===== src/rtl/signed_divider_seq_pkg.sv =====
// Shared types for the sequential restoring divider: FSM state encoding and
// iteration-counter sizing.
package signed_divider_seq_pkg;

  typedef enum logic [2:0] {
    S_IDLE = 3'd0,
    S_PREP = 3'd1,
    S_DIV  = 3'd2,
    S_FIX  = 3'd3,
    S_DONE = 3'd4
  } state_e;

  // Iteration counter must index 0..w-1; never narrower than one bit.
  function automatic int unsigned cnt_width(input int unsigned w);
    return (w < 2) ? 1 : $clog2(w);
  endfunction

endpackage


===== src/rtl/signed_divider_seq_if.sv =====
// Start/done request and result bus between the operand registers and the
// divider.
interface signed_divider_seq_if #(
  parameter int unsigned WIDTH = 8
);
  logic             start;
  logic [WIDTH-1:0] dividend;
  logic [WIDTH-1:0] divisor;
  logic             busy;
  logic             done;
  logic [WIDTH-1:0] quotient;
  logic [WIDTH-1:0] remainder;
  logic             div_zero;
  logic             overflow;

  modport master (
    output start, dividend, divisor,
    input  busy, done, quotient, remainder, div_zero, overflow
  );

  modport slave (
    input  start, dividend, divisor,
    output busy, done, quotient, remainder, div_zero, overflow
  );
endinterface


===== src/rtl/signed_divider_seq_twos_negate.sv =====
// Combinational two's-complement negation (invert plus one).
module twos_negate #(
  parameter int unsigned WIDTH = 8
) (
  input  logic [WIDTH-1:0] a_i,
  output logic [WIDTH-1:0] y_o
);

  assign y_o = ~a_i + WIDTH'(1);

endmodule


===== src/rtl/signed_divider_seq.sv =====
// Multi-cycle restoring divider (quotient + remainder) with start/done handshake.
// Define SIGNED_DIV_EN for two's-complement operands; otherwise unsigned divide.
module signed_divider_seq
  import signed_divider_seq_pkg::*;
#(
  parameter int unsigned WIDTH = 8
) (
  input logic                clk,
  input logic                rst,
  signed_divider_seq_if.slave bus
);

  localparam int unsigned CNT_W = cnt_width(WIDTH);
  localparam int unsigned REM_W = WIDTH + 1;
  localparam int unsigned TRY_W = WIDTH + 2;

  state_e             state_q, state_d;
  logic [CNT_W-1:0]   cnt_q, cnt_d;
  logic [WIDTH-1:0]   dvd_q, dvd_d;
  logic [WIDTH-1:0]   dvs_q, dvs_d;
  logic [REM_W-1:0]   rem_q, rem_d;
  logic [WIDTH-1:0]   quo_q, quo_d;
  logic               busy_q, busy_d;
  logic               done_q, done_d;
  logic [WIDTH-1:0]   quotient_q, quotient_d;
  logic [WIDTH-1:0]   remainder_q, remainder_d;
  logic               div_zero_q, div_zero_d;
  logic               overflow_q, overflow_d;

  logic [WIDTH-1:0]   dvd_mag, dvs_mag, quo_fix, rem_fix;
  logic               ovf_c;
  logic [TRY_W-1:0]   rem_shift, trial;

`ifdef SIGNED_DIV_EN
  logic               q_sign_q, r_sign_q, ovf_q;
  logic [WIDTH-1:0]   dvd_neg, dvs_neg, quo_neg, rem_neg;

  twos_negate #(.WIDTH(WIDTH)) u_neg_dvd (.a_i(dvd_q),             .y_o(dvd_neg));
  twos_negate #(.WIDTH(WIDTH)) u_neg_dvs (.a_i(dvs_q),             .y_o(dvs_neg));
  twos_negate #(.WIDTH(WIDTH)) u_neg_quo (.a_i(quo_q),             .y_o(quo_neg));
  twos_negate #(.WIDTH(WIDTH)) u_neg_rem (.a_i(rem_q[WIDTH-1:0]),  .y_o(rem_neg));

  // Signs and the MIN / -1 condition are taken from the raw latched operands in PREP.
  always_ff @(posedge clk) begin
    if (!rst) begin
      q_sign_q <= 1'b0;
      r_sign_q <= 1'b0;
      ovf_q    <= 1'b0;
    end else if (state_q == S_PREP) begin
      q_sign_q <= dvd_q[WIDTH-1] ^ dvs_q[WIDTH-1];
      r_sign_q <= dvd_q[WIDTH-1];
      ovf_q    <= (dvd_q == {1'b1, {(WIDTH-1){1'b0}}}) && (dvs_q == '1);
    end
  end

  assign dvd_mag = dvd_q[WIDTH-1] ? dvd_neg : dvd_q;
  assign dvs_mag = dvs_q[WIDTH-1] ? dvs_neg : dvs_q;
  assign quo_fix = q_sign_q ? quo_neg : quo_q;
  assign rem_fix = (r_sign_q && (rem_q[WIDTH-1:0] != '0)) ? rem_neg : rem_q[WIDTH-1:0];
  assign ovf_c   = ovf_q;
`else
  assign dvd_mag = dvd_q;
  assign dvs_mag = dvs_q;
  assign quo_fix = quo_q;
  assign rem_fix = rem_q[WIDTH-1:0];
  assign ovf_c   = 1'b0;
`endif

  // Restoring step: the extra top bit of the trial difference is the borrow.
  assign rem_shift = {rem_q, quo_q[WIDTH-1]};
  assign trial     = rem_shift - TRY_W'(dvs_q);

  always_ff @(posedge clk) begin
    if (!rst) begin
      state_q     <= S_IDLE;
      cnt_q       <= '0;
      dvd_q       <= '0;
      dvs_q       <= '0;
      rem_q       <= '0;
      quo_q       <= '0;
      busy_q      <= 1'b0;
      done_q      <= 1'b0;
      quotient_q  <= '0;
      remainder_q <= '0;
      div_zero_q  <= 1'b0;
      overflow_q  <= 1'b0;
    end else begin
      state_q     <= state_d;
      cnt_q       <= cnt_d;
      dvd_q       <= dvd_d;
      dvs_q       <= dvs_d;
      rem_q       <= rem_d;
      quo_q       <= quo_d;
      busy_q      <= busy_d;
      done_q      <= done_d;
      quotient_q  <= quotient_d;
      remainder_q <= remainder_d;
      div_zero_q  <= div_zero_d;
      overflow_q  <= overflow_d;
    end
  end

  always_comb begin
    state_d     = state_q;
    cnt_d       = cnt_q;
    dvd_d       = dvd_q;
    dvs_d       = dvs_q;
    rem_d       = rem_q;
    quo_d       = quo_q;
    busy_d      = busy_q;
    done_d      = 1'b0;
    quotient_d  = quotient_q;
    remainder_d = remainder_q;
    div_zero_d  = div_zero_q;
    overflow_d  = overflow_q;

    case (state_q)
      S_IDLE: begin
        if (bus.start) begin
          dvd_d       = bus.dividend;
          dvs_d       = bus.divisor;
          busy_d      = 1'b1;
          quotient_d  = '0;
          remainder_d = '0;
          div_zero_d  = 1'b0;
          overflow_d  = 1'b0;
          state_d     = S_PREP;
        end
      end
      S_PREP: begin
        if (dvs_q == '0) begin
          quotient_d  = '1;
          remainder_d = dvd_q;
          div_zero_d  = 1'b1;
          done_d      = 1'b1;
          busy_d      = 1'b0;
          state_d     = S_DONE;
        end else begin
          quo_d   = dvd_mag;
          dvs_d   = dvs_mag;
          rem_d   = '0;
          cnt_d   = '0;
          state_d = S_DIV;
        end
      end
      S_DIV: begin
        quo_d = {quo_q[WIDTH-2:0], ~trial[TRY_W-1]};
        rem_d = trial[TRY_W-1] ? rem_shift[REM_W-1:0] : trial[REM_W-1:0];
        cnt_d = cnt_q + CNT_W'(1);
        if (cnt_q == CNT_W'(WIDTH - 1)) begin
          state_d = S_FIX;
        end
      end
      S_FIX: begin
        quotient_d  = quo_fix;
        remainder_d = rem_fix;
        overflow_d  = ovf_c;
        done_d      = 1'b1;
        busy_d      = 1'b0;
        state_d     = S_DONE;
      end
      S_DONE: begin
        state_d = S_IDLE;
      end
      default: begin
        state_d = S_IDLE;
      end
    endcase
  end

  assign bus.busy      = busy_q;
  assign bus.done      = done_q;
  assign bus.quotient  = quotient_q;
  assign bus.remainder = remainder_q;
  assign bus.div_zero  = div_zero_q;
  assign bus.overflow  = overflow_q;

endmodule


===== src/flat_wrapper.sv =====
// flat-port wrapper written by rule: the top's interface ports become plain ports
module signed_divider_seq_flat import signed_divider_seq_pkg::*;
#(
  parameter int unsigned WIDTH = 8
)
  (clk, rst, bus_start, bus_dividend, bus_divisor, bus_busy, bus_done, bus_quotient, bus_remainder, bus_div_zero, bus_overflow);
  signed_divider_seq_if #(.WIDTH(WIDTH)) bus_i ();
  input logic clk;
  input logic rst;
  input wire logic [$bits(bus_i.start)-1:0] bus_start;
  input wire logic [$bits(bus_i.dividend)-1:0] bus_dividend;
  input wire logic [$bits(bus_i.divisor)-1:0] bus_divisor;
  output wire logic [$bits(bus_i.busy)-1:0] bus_busy;
  output wire logic [$bits(bus_i.done)-1:0] bus_done;
  output wire logic [$bits(bus_i.quotient)-1:0] bus_quotient;
  output wire logic [$bits(bus_i.remainder)-1:0] bus_remainder;
  output wire logic [$bits(bus_i.div_zero)-1:0] bus_div_zero;
  output wire logic [$bits(bus_i.overflow)-1:0] bus_overflow;
  assign bus_i.start = bus_start;
  assign bus_i.dividend = bus_dividend;
  assign bus_i.divisor = bus_divisor;
  assign bus_busy = bus_i.busy;
  assign bus_done = bus_i.done;
  assign bus_quotient = bus_i.quotient;
  assign bus_remainder = bus_i.remainder;
  assign bus_div_zero = bus_i.div_zero;
  assign bus_overflow = bus_i.overflow;
  signed_divider_seq #(.WIDTH(WIDTH)) u_core (.clk(clk), .rst(rst), .bus(bus_i));
endmodule

===== config.mk =====
export PLATFORM = sky130hd
export DESIGN_NAME = signed_divider_seq_flat
export DESIGN_NICKNAME = d
export VERILOG_FILES = /design/src/rtl/signed_divider_seq_pkg.sv /design/src/rtl/signed_divider_seq_if.sv /design/src/rtl/signed_divider_seq_twos_negate.sv /design/src/rtl/signed_divider_seq.sv /design/src/flat_wrapper.sv
export SDC_FILE = /design/constraint.sdc
export NUM_CORES = 1
export LEC_CHECK = 0
export ABC_AREA = 1
export CORE_ASPECT_RATIO = 0.8
export CORE_MARGIN = 4
export CORE_UTILIZATION = 45
export DETAILED_ROUTE_END_ITERATION = 8
export MAX_ROUTING_LAYER = met4
export PLACE_DENSITY = 0.76
export SKIP_LAST_GASP = 1
export SYNTH_ARGS = -nofsm -noshare
export SYNTH_HDL_FRONTEND = slang
export SYNTH_SLANG_ARGS = --single-unit

===== constraint.sdc =====
create_clock -name clk -period 1.48 [get_ports clk]
set_input_delay 0.148 -clock clk [delete_from_list [all_inputs] [get_ports clk]]
set_output_delay 0.148 -clock clk [all_outputs]
set_load 0.1 [all_outputs]

Word-level counts from Yosys, hierarchy flattened
Cells that the tools add are included.
{"block": "totals", "reg_bits": 59, "inputBits": 19, "wordCells": 60}
{"block": "op_classes", "addsub": 2, "eq_ne": 8, "mux": 25, "n_bitwise": 1, "reduce_logical": 12}
{"operator": "one-hot mux 8 bit (3 select lines)", "n": 2}
{"operator": "two-way mux 8 bit", "n": 4}
{"operator": "two-way mux 9 bit", "n": 2}
{"operator": "one-hot mux 9 bit (2 select lines)", "n": 1}
{"operator": "one-hot mux 8 bit (2 select lines)", "n": 1}
{"operator": "two-way mux 3 bit", "n": 4}
{"operator": "one-hot mux 3 bit (4 select lines)", "n": 1}
{"operator": "subtractor 10 x 8 -> 10 bit", "n": 1}
{"operator": "logical NOT 8 bit", "n": 1}
{"operator": "AND reduction 2 bit", "n": 4}
{"operator": "== test 3 x 2 -> 1 bit, second input constant", "n": 2}
{"operator": "one-hot mux 1 bit (2 select lines)", "n": 3}
{"operator": "one-hot mux 3 bit (2 select lines)", "n": 1}
{"operator": "AND reduction 3 bit", "n": 2}
{"operator": "nonzero test 2 bit", "n": 3}
{"operator": "two-way mux 1 bit", "n": 5}
{"operator": "inequality test 2 x 1 -> 1 bit, second input constant", "n": 2}
{"operator": "inequality test 2 bit, second input constant", "n": 2}
{"operator": "adder 3 x 1 -> 3 bit, second input constant", "n": 1}
{"operator": "== test 3 x 1 -> 1 bit, second input constant", "n": 1}
{"operator": "== test 3 bit, second input constant", "n": 1}
{"operator": "logical NOT 3 bit", "n": 1}
{"operator": "one-hot mux 1 bit (3 select lines)", "n": 1}
{"operator": "nonzero test 3 bit", "n": 1}
{"operator": "inverter 1 bit", "n": 1}

Logic depth before layout (Yosys ltp)
Gate-level depths: netlist of run 1.
{"block": "logic_depth", "word_depth": 3, "mapped_depth": 13}

Worst setup path before layout of run 1
OpenSTA, ideal clock, no wires.
{"block": "synth_path", "kind": "register to register", "start": "register u_core.quo_q[7] (netlist: u_core.quo_fix[7])", "end": "register u_core.rem_q[6]", "setup_time_ns": 0.132, "arrival_time_ns": 1.503, "required_ns": 1.348, "slack_ns": -0.156, "path_stages_with_launch": 13, "path_cell_list": "dfxtp_1 -> inv_1 -> ha_1 -> inv_1 -> fa_1 -> nand3_1 -> nand2_1 -> nand2_1 -> nand3b_1 -> nand2_1 -> nand3_1 -> nand3_1 -> a21oi_1"}
{"block": "synth_via", "elab_chain_len": 3}
{"element": "start: declaration", "line_no": "signed_divider_seq.sv:22", "text": "logic [WIDTH-1:0] quo_q, quo_d;"}
{"element": "start signal: assignment", "line_no": "signed_divider_seq.sv:93", "text": "quo_q <= quo_d;"}
{"element": "subtractor 10 x 8 -> 10 bit", "line_no": "signed_divider_seq.sv:71", "text": "assign trial = rem_shift - TRY_W'(dvs_q);"}
{"element": "two-way mux 9 bit", "line_no": "signed_divider_seq.sv:148", "text": "rem_d = trial[TRY_W-1] ? rem_shift[REM_W-1:0] : trial[REM_W-1:0];"}
{"element": "one-hot mux 9 bit (2 select lines)", "line_no": "signed_divider_seq.sv:117", "text": "case (state_q)"}
{"element": "end signal: assignment", "line_no": "signed_divider_seq.sv:92", "text": "rem_q <= rem_d;"}
{"element": "end: declaration", "line_no": "signed_divider_seq.sv:21", "text": "logic [REM_W-1:0] rem_q, rem_d;"}
No other way between the ends.
A chain may end at the register's enable or synchronous reset.

Worst setup path after layout of run 1
{"block": "layout_path", "start": "register u_core.rem_q[5]", "end": "register u_core.quo_q[0] (netlist: u_core.quo_fix[0])"}
{"block": "layout_via", "elab_chain_len": 3}
{"element": "subtractor 10 x 8 -> 10 bit", "line_no": "signed_divider_seq.sv:71"}
{"element": "inverter 1 bit", "line_no": "signed_divider_seq.sv:147", "text": "quo_d = {quo_q[WIDTH-2:0], ~trial[TRY_W-1]};"}
{"element": "one-hot mux 8 bit (2 select lines)", "line_no": "signed_divider_seq.sv:117"}
No other way between the ends.

==> flow_summary.html, run 1 <==
<table>
<tr><th>Metric</th><th>Value</th></tr>
<tr><th colspan="2">Run status</th></tr>
<tr><td>Status</td><td>complete, but fails checks</td></tr>
<tr><td>Failing checks</td><td>setup timing</td></tr>
<tr><th colspan="2">Final layout</th></tr>
<tr><td>NumNets Final</td><td>roughly 540</td></tr>
<tr><td>Leading cell type in the layout, fill and taps excluded</td><td>sky130_fd_sc_hd__nand2_1</td></tr>
<tr><td>Area overhead of the layout relative to synthesis</td><td>70.9%</td></tr>
<tr><td>Share of final-layout standard cells stronger than drive strength 1</td><td>0.482</td></tr>
<tr><td>Most used cells in the layout excluding fill and tap cells</td><td>sky130_fd_sc_hd__nand2_1, sky130_fd_sc_hd__buf_4, sky130_fd_sc_hd__dfxtp_1</td></tr>
<tr><td>Antenna diode instance count</td><td>0</td></tr>
<tr><td>Post-route insts no fill</td><td>596</td></tr>
<tr><th colspan="2">STA</th></tr>
<tr><td>Remaining max-slew budget at the tightest pin</td><td>0.674</td></tr>
<tr><td>Worst-case setup margin in the final layout</td><td>-0.350 ns</td></tr>
<tr><td>Number of failing hold endpoints at the final stage</td><td>0</td></tr>
<tr><td>Number of slew-limit violations in the final report</td><td>0</td></tr>
<tr><td>Share of the cycle needed by the critical path after routing</td><td>1.24</td></tr>
<tr><td>Unrepaired setup endpoints after global routing</td><td>yes</td></tr>
<tr><td>Slew at the pin closest to its max-slew limit</td><td>0.477 ns</td></tr>
<tr><td>Minimum clock period after layout</td><td>1.83 ns</td></tr>
<tr><td>Final setup violating endpoints</td><td>39</td></tr>
<tr><td>Skew final</td><td>0.0123 ns</td></tr>
<tr><td>Max Freq</td><td>approximately 550 MHz</td></tr>
<tr><th colspan="2">Logic synthesis</th></tr>
<tr><td>Unique masters post-synth</td><td>37</td></tr>
<tr><td>Syn avg cell area</td><td>7.37 sq um</td></tr>
<tr><td>Proportion of synthesized chip area in sequential cells</td><td>0.395</td></tr>
<tr><td>Post-synth top flop</td><td>sky130_fd_sc_hd__dfxtp_1</td></tr>
<tr><td>Total of warnings raised by yosys</td><td>0</td></tr>
<tr><td>Synthesized netlist cell count</td><td>between 300 and 400</td></tr>
<tr><td>Number of enable-type register cells in the synthesized netlist</td><td>0</td></tr>
<tr><td>Flop and latch count out of synthesis</td><td>58</td></tr>
<tr><td>Share of flip-flops with an asynchronous set or reset after synthesis</td><td>0</td></tr>
<tr><td>Synthesized Nets</td><td>about 430</td></tr>
<tr><td>Combined area of all synthesized cells</td><td>2940 sq um</td></tr>
<tr><th colspan="2">Routing</th></tr>
<tr><td>Pre-antenna DRT Iters</td><td>6</td></tr>
<tr><td>Count of vias placed by the detailed router</td><td>approximately 3600</td></tr>
<tr><td>Detail-routed net length per standard cell</td><td>20.4 um</td></tr>
<tr><td>Routed Antenna Nets</td><td>0</td></tr>
<tr><td>Avg Vias per Cell</td><td>about 6.0</td></tr>
<tr><td>Number of design rule violations left after detail routing</td><td>0</td></tr>
<tr><td>Total length of routed wires</td><td>between 10000 and 15000 um</td></tr>
<tr><td>Initial DRC count</td><td>between 300 and 400</td></tr>
<tr><th colspan="2">Place</th></tr>
<tr><td>Number of port buffers</td><td>37</td></tr>
<tr><td>HPWL after DPL</td><td>~6000 um</td></tr>
<tr><td>Placer Congestion</td><td>slightly above 0.9</td></tr>
<tr><td>Placed cell count</td><td>between 500 and 600</td></tr>
<tr><td>Worst slack, placed</td><td>-0.224 ns</td></tr>
<tr><th colspan="2">GRT</th></tr>
<tr><td>First-pass GRT wire length</td><td>about 17000 um</td></tr>
<tr><td>Antenna violations before repair</td><td>0</td></tr>
<tr><td>Global-route total usage across every layer</td><td>0.285</td></tr>
<tr><td>Pin count of the biggest net entering global routing</td><td>32</td></tr>
<tr><td>Via count of the first global-routing pass</td><td>between 3000 and 4000</td></tr>
<tr><td>Total grt overflow</td><td>0</td></tr>
<tr><th colspan="2">Floorplanning</th></tr>
<tr><td>Die span in x</td><td>between 90 and 100 um</td></tr>
<tr><td>Die outline area</td><td>around 8000 sq um</td></tr>
<tr><td>Total number of placement rows</td><td>26</td></tr>
<tr><td>Y dimension of the die</td><td>approximately 80 um</td></tr>
<tr><td>Area of the core region</td><td>around 6400 sq um</td></tr>
<tr><td>Top-level port count</td><td>39</td></tr>
<tr><td>Initial core utilization</td><td>0.461</td></tr>
<tr><th colspan="2">Clock network</th></tr>
<tr><td># clock sinks</td><td>58</td></tr>
<tr><td>Library cell used as clock root buffer</td><td>sky130_fd_sc_hd__clkbuf_8</td></tr>
<tr><td>Insertion delay to the later sink of the worst-skew pair</td><td>0.35 ns</td></tr>
<tr><td>H-tree level count</td><td>3</td></tr>
<tr><td>Maximum buffer depth of the clock tree</td><td>2</td></tr>
<tr><td>Count of hold buffers inserted by post-cts repair</td><td>0</td></tr>
<tr><td>Clock buffers created by TritonCTS</td><td>9</td></tr>
<tr><td>Worst-path clk slew</td><td>~0.080 ns</td></tr>
<tr><td>TritonCTS clock tree</td><td>built</td></tr>
<tr><th colspan="2">Setup path</th></tr>
<tr><td>Max Fanout on Critical Path</td><td>5</td></tr>
<tr><td>Destination of the worst register-to-register timing path</td><td>u_core.quo_fix[0]</td></tr>
<tr><td>Crit path from</td><td>u_core.rem_q[5]</td></tr>
<tr><td>Worst setup slack for register-to-register paths</td><td>-0.35 ns</td></tr>
<tr><td>Kind of launch point of the worst setup path</td><td>register</td></tr>
<tr><td>Crit path capture type</td><td>register</td></tr>
<tr><td>Critical Path Most Common Cell</td><td>sky130_fd_sc_hd__nand2_2</td></tr>
<tr><td>Worst reg2reg path depth</td><td>9</td></tr>
<tr><td>Origin of the critical flop-to-flop path</td><td>u_core.rem_q[5]</td></tr>
<tr><td>List of cells traversed by the critical path</td><td>ha_4 -&gt; nand2_2 -&gt; nand2_2 -&gt; a21oi_4 -&gt; buf_12 -&gt; nand3_4 -&gt; nand2_4 -&gt; nand3_1 -&gt; a31oi_1</td></tr>
<tr><td>Critical-path cell with the highest stage delay</td><td>sky130_fd_sc_hd__dfxtp_2</td></tr>
<tr><td>Data arrival, critical path</td><td>roughly 2.1 ns</td></tr>
<tr><td>Worst Path Required</td><td>~1.7 ns</td></tr>
<tr><td>Setup CP Type</td><td>register to register</td></tr>
<tr><td>Maximum cell stage delay along the critical path</td><td>0.35 ns</td></tr>
<tr><th colspan="2">Power and ir drop</th></tr>
<tr><td>Power density over the cells</td><td>1430 nW/um^2</td></tr>
<tr><td>Clock network fraction of total power</td><td>0.214</td></tr>
<tr><td>Logic gate share of total power</td><td>0.517</td></tr>
<tr><td>Worst vdd ir</td><td>between 0.9 and 1 mV</td></tr>
<tr><td>Sequential cell fraction of total power</td><td>0.269</td></tr>
<tr><td>Static Leakage</td><td>approximately 2 nW</td></tr>
<tr><td>Net load switching power</td><td>between 3 and 4 mW</td></tr>
<tr><td>Post-layout total power</td><td>slightly above 7 mW</td></tr>
<tr><td>Design internal power</td><td>roughly 4.0 mW</td></tr>
<tr><td>Switching share of power</td><td>0.441</td></tr>
<tr><th colspan="2">Worst hold path</th></tr>
<tr><td>Worst Hold Path Cells</td><td>3</td></tr>
<tr><td>Hold EP</td><td>u_core.dvd_mag[5]</td></tr>
<tr><td>Class of the most critical hold timing path</td><td>input pin to register</td></tr>
<tr><td>Hold wc startpoint</td><td>bus_dividend[5]</td></tr>
<tr><th colspan="2">Job</th></tr>
<tr><td>Max Cap Violations</td><td>0</td></tr>
</table>
-- layer usage --
metal / up-vias / GRT usage / share of wire
li1: 1567 / - / -
met1: 1661 / 0.325 / 0.37
met2: 259 / 0.462 / 0.47
met3: 88 / 0.0807 / 0.095
met4: 0 / 0.145 / 0.068
met5: - / - / 0
-- state kept, by name, summed over array words and instances (netlist names), 3 cells and up --
signal,flops
u_core.bus.quotient,8
u_core.bus.remainder,8
u_core.cnt_q,3
u_core.dvd_mag,8
u_core.dvs_mag,8
u_core.quo_fix,8
u_core.rem_q,9
u_core.state_q,3
-- critical path: cells and delay by family, from the launching register on --
kind            cells  cell delay (ns)
compound gates      2             0.36
buf+inv             1             0.15
fa+ha+maj           1             0.26
simple gates        5             0.62
flops               1             0.35
-- cells in the mapped netlist, types with 2 or more instances --
library cell                n  area (sq um)
sky130_fd_sc_hd__nand3b_1   3          22.5
sky130_fd_sc_hd__nand2_4    3          33.8
sky130_fd_sc_hd__clkbuf_1   6          22.5
sky130_fd_sc_hd__nand4_1    2          12.5
sky130_fd_sc_hd__buf_2      6          30.0
sky130_fd_sc_hd__nand3_1   31           155
sky130_fd_sc_hd__buf_6      3          33.8
sky130_fd_sc_hd__o21ai_1    5          25.0
sky130_fd_sc_hd__nand2_1   76           285
sky130_fd_sc_hd__dfxtp_1   58          1160
sky130_fd_sc_hd__a21oi_1   48           240
sky130_fd_sc_hd__nand3_2    2          20.0
sky130_fd_sc_hd__a31oi_1    5          31.3
sky130_fd_sc_hd__ha_1      10           125
sky130_fd_sc_hd__o22ai_1    8          50.1
sky130_fd_sc_hd__o21ai_0   42           210
sky130_fd_sc_hd__nand2_2    2          12.5
sky130_fd_sc_hd__nor2_4     2          22.5
sky130_fd_sc_hd__inv_2      6          22.5
sky130_fd_sc_hd__xnor2_1    3          26.3
sky130_fd_sc_hd__nand4_2    2          25.0
sky130_fd_sc_hd__inv_1     43           161
sky130_fd_sc_hd__nor3_1     6          30.0
sky130_fd_sc_hd__nor2_1    14          52.6
-- metrics by stage --
stage / hold slack (ns) / utilization / TNS, ns / instance area, sq um
after global placement: 0.444 / 0.649 / -2.88 / 4140
after detailed placement: 0.450 / 0.649 / -4.08 / 4140
final: 0.411 / 0.788 / -6.97 / 5030
after global routing: 0.439 / 0.788 / -9.33 / 5030
after CTS: 0.424 / 0.754 / -4.11 / 4810
after floorplan: 0.324 / - / -0.562 / 3180
-- power by group through the flow --
stage                     clock network, mW  logic [mW]  registers (mW)
after floorplan                           0        1.52            2.21
after global placement                    0        2.56            1.91
after detailed placement                  0        2.62            1.92
after CTS                              1.51        3.22            1.90
after global routing                   1.60        3.85            1.94
final                                  1.53        3.70            1.93
-- cells by family (layout without fill, tap and decap cells) --
logic type | after synthesis | after routing | share of synthesized area
simple gates | 146 | 151 | 0.243
compound gates | 112 | 112 | 0.203
fa+ha+maj | 11 | 11 | 0.0494
flops | 58 | 58 | 0.395
other cells | 1 | 1 | 0.00128
xor+xnor | 3 | 3 | 0.00894
buf+inv | 68 | 176 | 0.0991
-- final cells by class --
type / instances / area, sq um
multi-input combinational: 278 / 2100
fill: 378 / 1350
timing repair buffer: 106 / 1210
sequential: 58 / 1170
inverter: 51 / 209
clock buffer: 9 / 124
tap: 84 / 105
clock inverter: 7 / 77.6
timing repair inverter: 3 / 22.5
-- what timing repair did --
item,CTS,global route
endpoints found under the setup margin,36,44
pin swaps,34,33
resized for setup,72,58
setup buffers,19,3
gates cloned,9,0
hold endpoints to repair,0,0
-- worst max-delay path by stage --
stage / end / cells after the start
detailed placement: u_core.rem_q[6] / 8
floorplan: u_core.rem_q[6] / 13
global placement: u_core.dvs_mag[4] / 6
finish: u_core.quo_fix[0] / 9
global route: u_core.rem_q[3] / 10
CTS: u_core.rem_q[4] / 10
(Power assumes the default switching activity.)
==> inputs of run 2 (changes only) <==
--- a/config.mk
+++ b/config.mk
@@ -6,6 +6,7 @@
 export NUM_CORES = 1
 export LEC_CHECK = 0
 export ABC_AREA = 1
+export CAP_MARGIN = 0
 export CORE_ASPECT_RATIO = 0.8
 export CORE_MARGIN = 4
 export CORE_UTILIZATION = 45
==> results of run 2 <==
The final DEF is identical to that of run 1; final timing and power are the same.
==> inputs of run 3 (changes only) <==
--- a/config.mk
+++ b/config.mk
@@ -12,7 +12,7 @@
 export CORE_UTILIZATION = 45
 export DETAILED_ROUTE_END_ITERATION = 8
 export MAX_ROUTING_LAYER = met4
-export PLACE_DENSITY = 0.76
+export PLACE_DENSITY = 0.73
 export SKIP_LAST_GASP = 1
 export SYNTH_ARGS = -nofsm -noshare
 export SYNTH_HDL_FRONTEND = slang
==> constraint.sdc (replaced) <==
create_clock -name clk -period 1.8 [get_ports clk]
set_input_delay 0.18 -clock clk [delete_from_list [all_inputs] [get_ports clk]]
set_output_delay 0.18 -clock clk [all_outputs]
set_load 0.1 [all_outputs]
==> flow_summary.html, run 3 (synthesized netlist as in run 1, its figures left out) <==
<table>
<tr><th>Metric</th><th>Value</th></tr>
<tr><th colspan="2">GRT</th></tr>
<tr><td>Pin count of the biggest net entering global routing</td><td>33 (was 32)</td></tr>
<tr><td>Via count of the first global-routing pass</td><td>2568 (was 3436)</td></tr>
<tr><td>Antenna violations before repair</td><td>0 (unchanged)</td></tr>
<tr><td>Total grt overflow</td><td>0 (unchanged)</td></tr>
<tr><td>Global-route total usage across every layer</td><td>0.203 (was 0.285)</td></tr>
<tr><td>First-pass GRT wire length</td><td>12400 um (was 17100 um)</td></tr>
<tr><th colspan="2">Final layout</th></tr>
<tr><td>Post-route insts no fill</td><td>551 (was 596)</td></tr>
<tr><td>Most used cells in the layout excluding fill and tap cells</td><td>sky130_fd_sc_hd__nand2_1, sky130_fd_sc_hd__dfxtp_1, sky130_fd_sc_hd__buf_4 (was sky130_fd_sc_hd__nand2_1, sky130_fd_sc_hd__buf_4, sky130_fd_sc_hd__dfxtp_1)</td></tr>
<tr><td>Area of all placed cells without fillers</td><td>3970 sq um (was 5030 sq um)</td></tr>
<tr><td>Largest register by flop count</td><td>u_core.rem_q (unchanged)</td></tr>
<tr><td>Filler instances</td><td>563 (was 378)</td></tr>
<tr><td>Leading cell type in the layout, fill and taps excluded</td><td>sky130_fd_sc_hd__nand2_1 (unchanged)</td></tr>
<tr><td>NumNets Final</td><td>493 (was 537)</td></tr>
<tr><td>Share of final-layout standard cells stronger than drive strength 1</td><td>0.270 (was 0.482)</td></tr>
<tr><td>Max FFs per register</td><td>9 (unchanged)</td></tr>
<tr><td>Area overhead of the layout relative to synthesis</td><td>35.1% (was 70.9%)</td></tr>
<tr><td>Post-Route Utilization</td><td>0.623 (was 0.788)</td></tr>
<tr><td>Antenna diode instance count</td><td>0 (unchanged)</td></tr>
<tr><th colspan="2">Floorplanning</th></tr>
<tr><td>Die span in x</td><td>98.4 um (unchanged)</td></tr>
<tr><td>Total number of placement rows</td><td>26 (unchanged)</td></tr>
<tr><td>Area of the core region</td><td>6380 sq um (unchanged)</td></tr>
<tr><td>Y dimension of the die</td><td>80.3 um (unchanged)</td></tr>
<tr><td>Initial core utilization</td><td>0.461 (unchanged)</td></tr>
<tr><td>Die outline area</td><td>7900 sq um (unchanged)</td></tr>
<tr><td>Top-level port count</td><td>39 (unchanged)</td></tr>
<tr><th colspan="2">Clock network</th></tr>
<tr><td>TritonCTS clock tree</td><td>built (unchanged)</td></tr>
<tr><td>Maximum buffer depth of the clock tree</td><td>2 (unchanged)</td></tr>
<tr><td>Count of hold buffers inserted by post-cts repair</td><td>0 (unchanged)</td></tr>
<tr><td># clock sinks</td><td>58 (unchanged)</td></tr>
<tr><td>Insertion delay to the later sink of the worst-skew pair</td><td>0.34 ns (was 0.35 ns)</td></tr>
<tr><td>H-tree level count</td><td>3 (unchanged)</td></tr>
<tr><td>Worst-path clk slew</td><td>0.07 ns (was 0.08 ns)</td></tr>
<tr><td>Library cell used as clock root buffer</td><td>sky130_fd_sc_hd__clkbuf_8 (unchanged)</td></tr>
<tr><td>Clock buffers created by TritonCTS</td><td>9 (unchanged)</td></tr>
<tr><th colspan="2">Place</th></tr>
<tr><td>HPWL after DPL</td><td>5440 um (was 6030 um)</td></tr>
<tr><td>Placer Congestion</td><td>0.895 (was 0.911)</td></tr>
<tr><td>Worst slack, placed</td><td>-0.0201 ns (was -0.224 ns)</td></tr>
<tr><td>Placed cell areas</td><td>3410 sq um (was 4140 sq um)</td></tr>
<tr><td>Placed cell count</td><td>522 (was 551)</td></tr>
<tr><td>Number of port buffers</td><td>37 (unchanged)</td></tr>
<tr><th colspan="2">STA</th></tr>
<tr><td>Slew at the pin closest to its max-slew limit</td><td>0.512 ns (was 0.477 ns)</td></tr>
<tr><td>Share of the cycle needed by the critical path after routing</td><td>0.984 (was 1.24)</td></tr>
<tr><td>Minimum clock period after layout</td><td>1.77 ns (was 1.83 ns)</td></tr>
<tr><td>Worst-case setup margin in the final layout</td><td>0.0282 ns (was -0.350 ns)</td></tr>
<tr><td>Max Freq</td><td>564 MHz (was 546 MHz)</td></tr>
<tr><td>Number of slew-limit violations in the final report</td><td>0 (unchanged)</td></tr>
<tr><td>Number of failing hold endpoints at the final stage</td><td>0 (unchanged)</td></tr>
<tr><td>Final setup violating endpoints</td><td>0 (was 39)</td></tr>
<tr><td>Remaining max-slew budget at the tightest pin</td><td>0.658 (was 0.674)</td></tr>
<tr><td>Aggregate negative setup slack</td><td>0 ns (was -6.97 ns)</td></tr>
<tr><td>Unrepaired setup endpoints after global routing</td><td>yes (unchanged)</td></tr>
<tr><td>Skew final</td><td>0.00782 ns (was 0.0123 ns)</td></tr>
<tr><td>Worst Hold Slack</td><td>0.462 ns (was 0.411 ns)</td></tr>
<tr><th colspan="2">Routing</th></tr>
<tr><td>Initial DRC count</td><td>294 (was 370)</td></tr>
<tr><td>Pre-antenna DRT Iters</td><td>5 (was 6)</td></tr>
<tr><td>Detail-routed net length per standard cell</td><td>15.4 um (was 20.4 um)</td></tr>
<tr><td>Number of design rule violations left after detail routing</td><td>0 (unchanged)</td></tr>
<tr><td>Avg Vias per Cell</td><td>5.51 (was 6.00)</td></tr>
<tr><td>Total length of routed wires</td><td>8490 um (was 12100 um)</td></tr>
<tr><td>Routed Antenna Nets</td><td>0 (unchanged)</td></tr>
<tr><td>Count of vias placed by the detailed router</td><td>3037 (was 3575)</td></tr>
<tr><th colspan="2">Setup path</th></tr>
<tr><td>Data arrival, critical path</td><td>2.00 ns (was 2.09 ns)</td></tr>
<tr><td>Max Fanout on Critical Path</td><td>5 (unchanged)</td></tr>
<tr><td>Crit path capture type</td><td>register (unchanged)</td></tr>
<tr><td>Kind of launch point of the worst setup path</td><td>register (unchanged)</td></tr>
<tr><td>Worst setup slack for register-to-register paths</td><td>0.03 ns (was -0.35 ns)</td></tr>
<tr><td>Setup CP Type</td><td>register to register (unchanged)</td></tr>
<tr><td>Worst Path Required</td><td>2.03 ns (was 1.74 ns)</td></tr>
<tr><th colspan="2">Power and ir drop</th></tr>
<tr><td>Worst vdd ir</td><td>0.598 mV (was 0.994 mV)</td></tr>
<tr><td>Static Leakage</td><td>1.66 nW (was 2.04 nW)</td></tr>
<tr><td>Post-layout total power</td><td>4.87 mW (was 7.16 mW)</td></tr>
<tr><td>Power density over the cells</td><td>1230 nW/um^2 (was 1430 nW/um^2)</td></tr>
<tr><th colspan="2">Worst hold path</th></tr>
<tr><td>Class of the most critical hold timing path</td><td>register to register (was input pin to register)</td></tr>
<tr><th colspan="2">Run status</th></tr>
<tr><td>Status</td><td>completed (was complete, but fails checks)</td></tr>
<tr><th colspan="2">Job</th></tr>
<tr><td>Max Cap Violations</td><td>0 (unchanged)</td></tr>
</table>
-- run 3: cell count changes in the layout (fill, tap and decap cells not counted), moves of 8 or more --
cell,change
sky130_fd_sc_hd__buf_12,-25
sky130_fd_sc_hd__o21ai_0,+21
sky130_fd_sc_hd__nand3_1,+18
sky130_fd_sc_hd__nand3_2,-18
sky130_fd_sc_hd__a21oi_1,+15
sky130_fd_sc_hd__a21oi_2,-15
sky130_fd_sc_hd__o21ai_2,-15
sky130_fd_sc_hd__buf_6,-14
sky130_fd_sc_hd__nand2_1,+10
sky130_fd_sc_hd__dfxtp_1,+8
sky130_fd_sc_hd__dfxtp_2,-8
-- run 3: power by group --
part | leakage (nW) | switching, mW | internal (mW)
Clock | 0.0962 | 0.500 | 0.665
Sequential | 0.476 | 0.0961 | 1.44
Combinational | 1.09 | 1.41 | 0.755
Total | 1.66 | 2.01 | 2.86
-- run 3: worst max-delay path, stage by stage, from the launching register on --
cell,delay (ns)
sky130_fd_sc_hd__dfxtp_1,0.30
sky130_fd_sc_hd__inv_1,0.09
sky130_fd_sc_hd__ha_4,0.29
sky130_fd_sc_hd__nand2_1,0.09
sky130_fd_sc_hd__nor2_4,0.18
sky130_fd_sc_hd__nand3_4,0.11
sky130_fd_sc_hd__buf_4,0.18
sky130_fd_sc_hd__nand4_4,0.16
sky130_fd_sc_hd__nand3_1,0.11
sky130_fd_sc_hd__nand3_1,0.10
sky130_fd_sc_hd__a21oi_1,0.06
-- run 3: final timing paths --
check                              start  cells after the start                     end
setup / recovery       u_core.dvs_mag[7]                     10         u_core.rem_q[1]
hold / removal    u_core.bus.quotient[6]                      2  u_core.bus.quotient[6]
setup reg to reg       u_core.dvs_mag[7]                     10         u_core.rem_q[1]
hold reg to reg   u_core.bus.quotient[6]                      2  u_core.bus.quotient[6]
-- run 3: what timing repair did --
action | 4_1_cts | 5_1_grt
cloned | 0 | 4
gates resized for setup | 7 | 48
setup buffers | 2 | 8
pin swaps | 1 | 13
setup endpoints to repair | 3 | 16
-- run 3: per-layer routing --
layer  share of wire  GRT usage  vias up
met2            0.44      0.306      151
met5               0          -        -
li1                -          -     1469
met4           0.028     0.0696        0
met1            0.46      0.269     1389
met3           0.074     0.0495       28
-- run 3: area by class of cell --
cell class / count / area [sq um] / area share
Multi-Input combinational cell: 277 / 1780 / 0.447
Clock buffer: 12 / 145 / 0.0365
Clock inverter: 3 / 40.0 / 0.0101
Inverter: 51 / 199 / 0.0501
Tap cell: 84 / 105 / 0.0265
Sequential cell: 58 / 1160 / 0.293
Timing Repair Buffer: 66 / 541 / 0.136
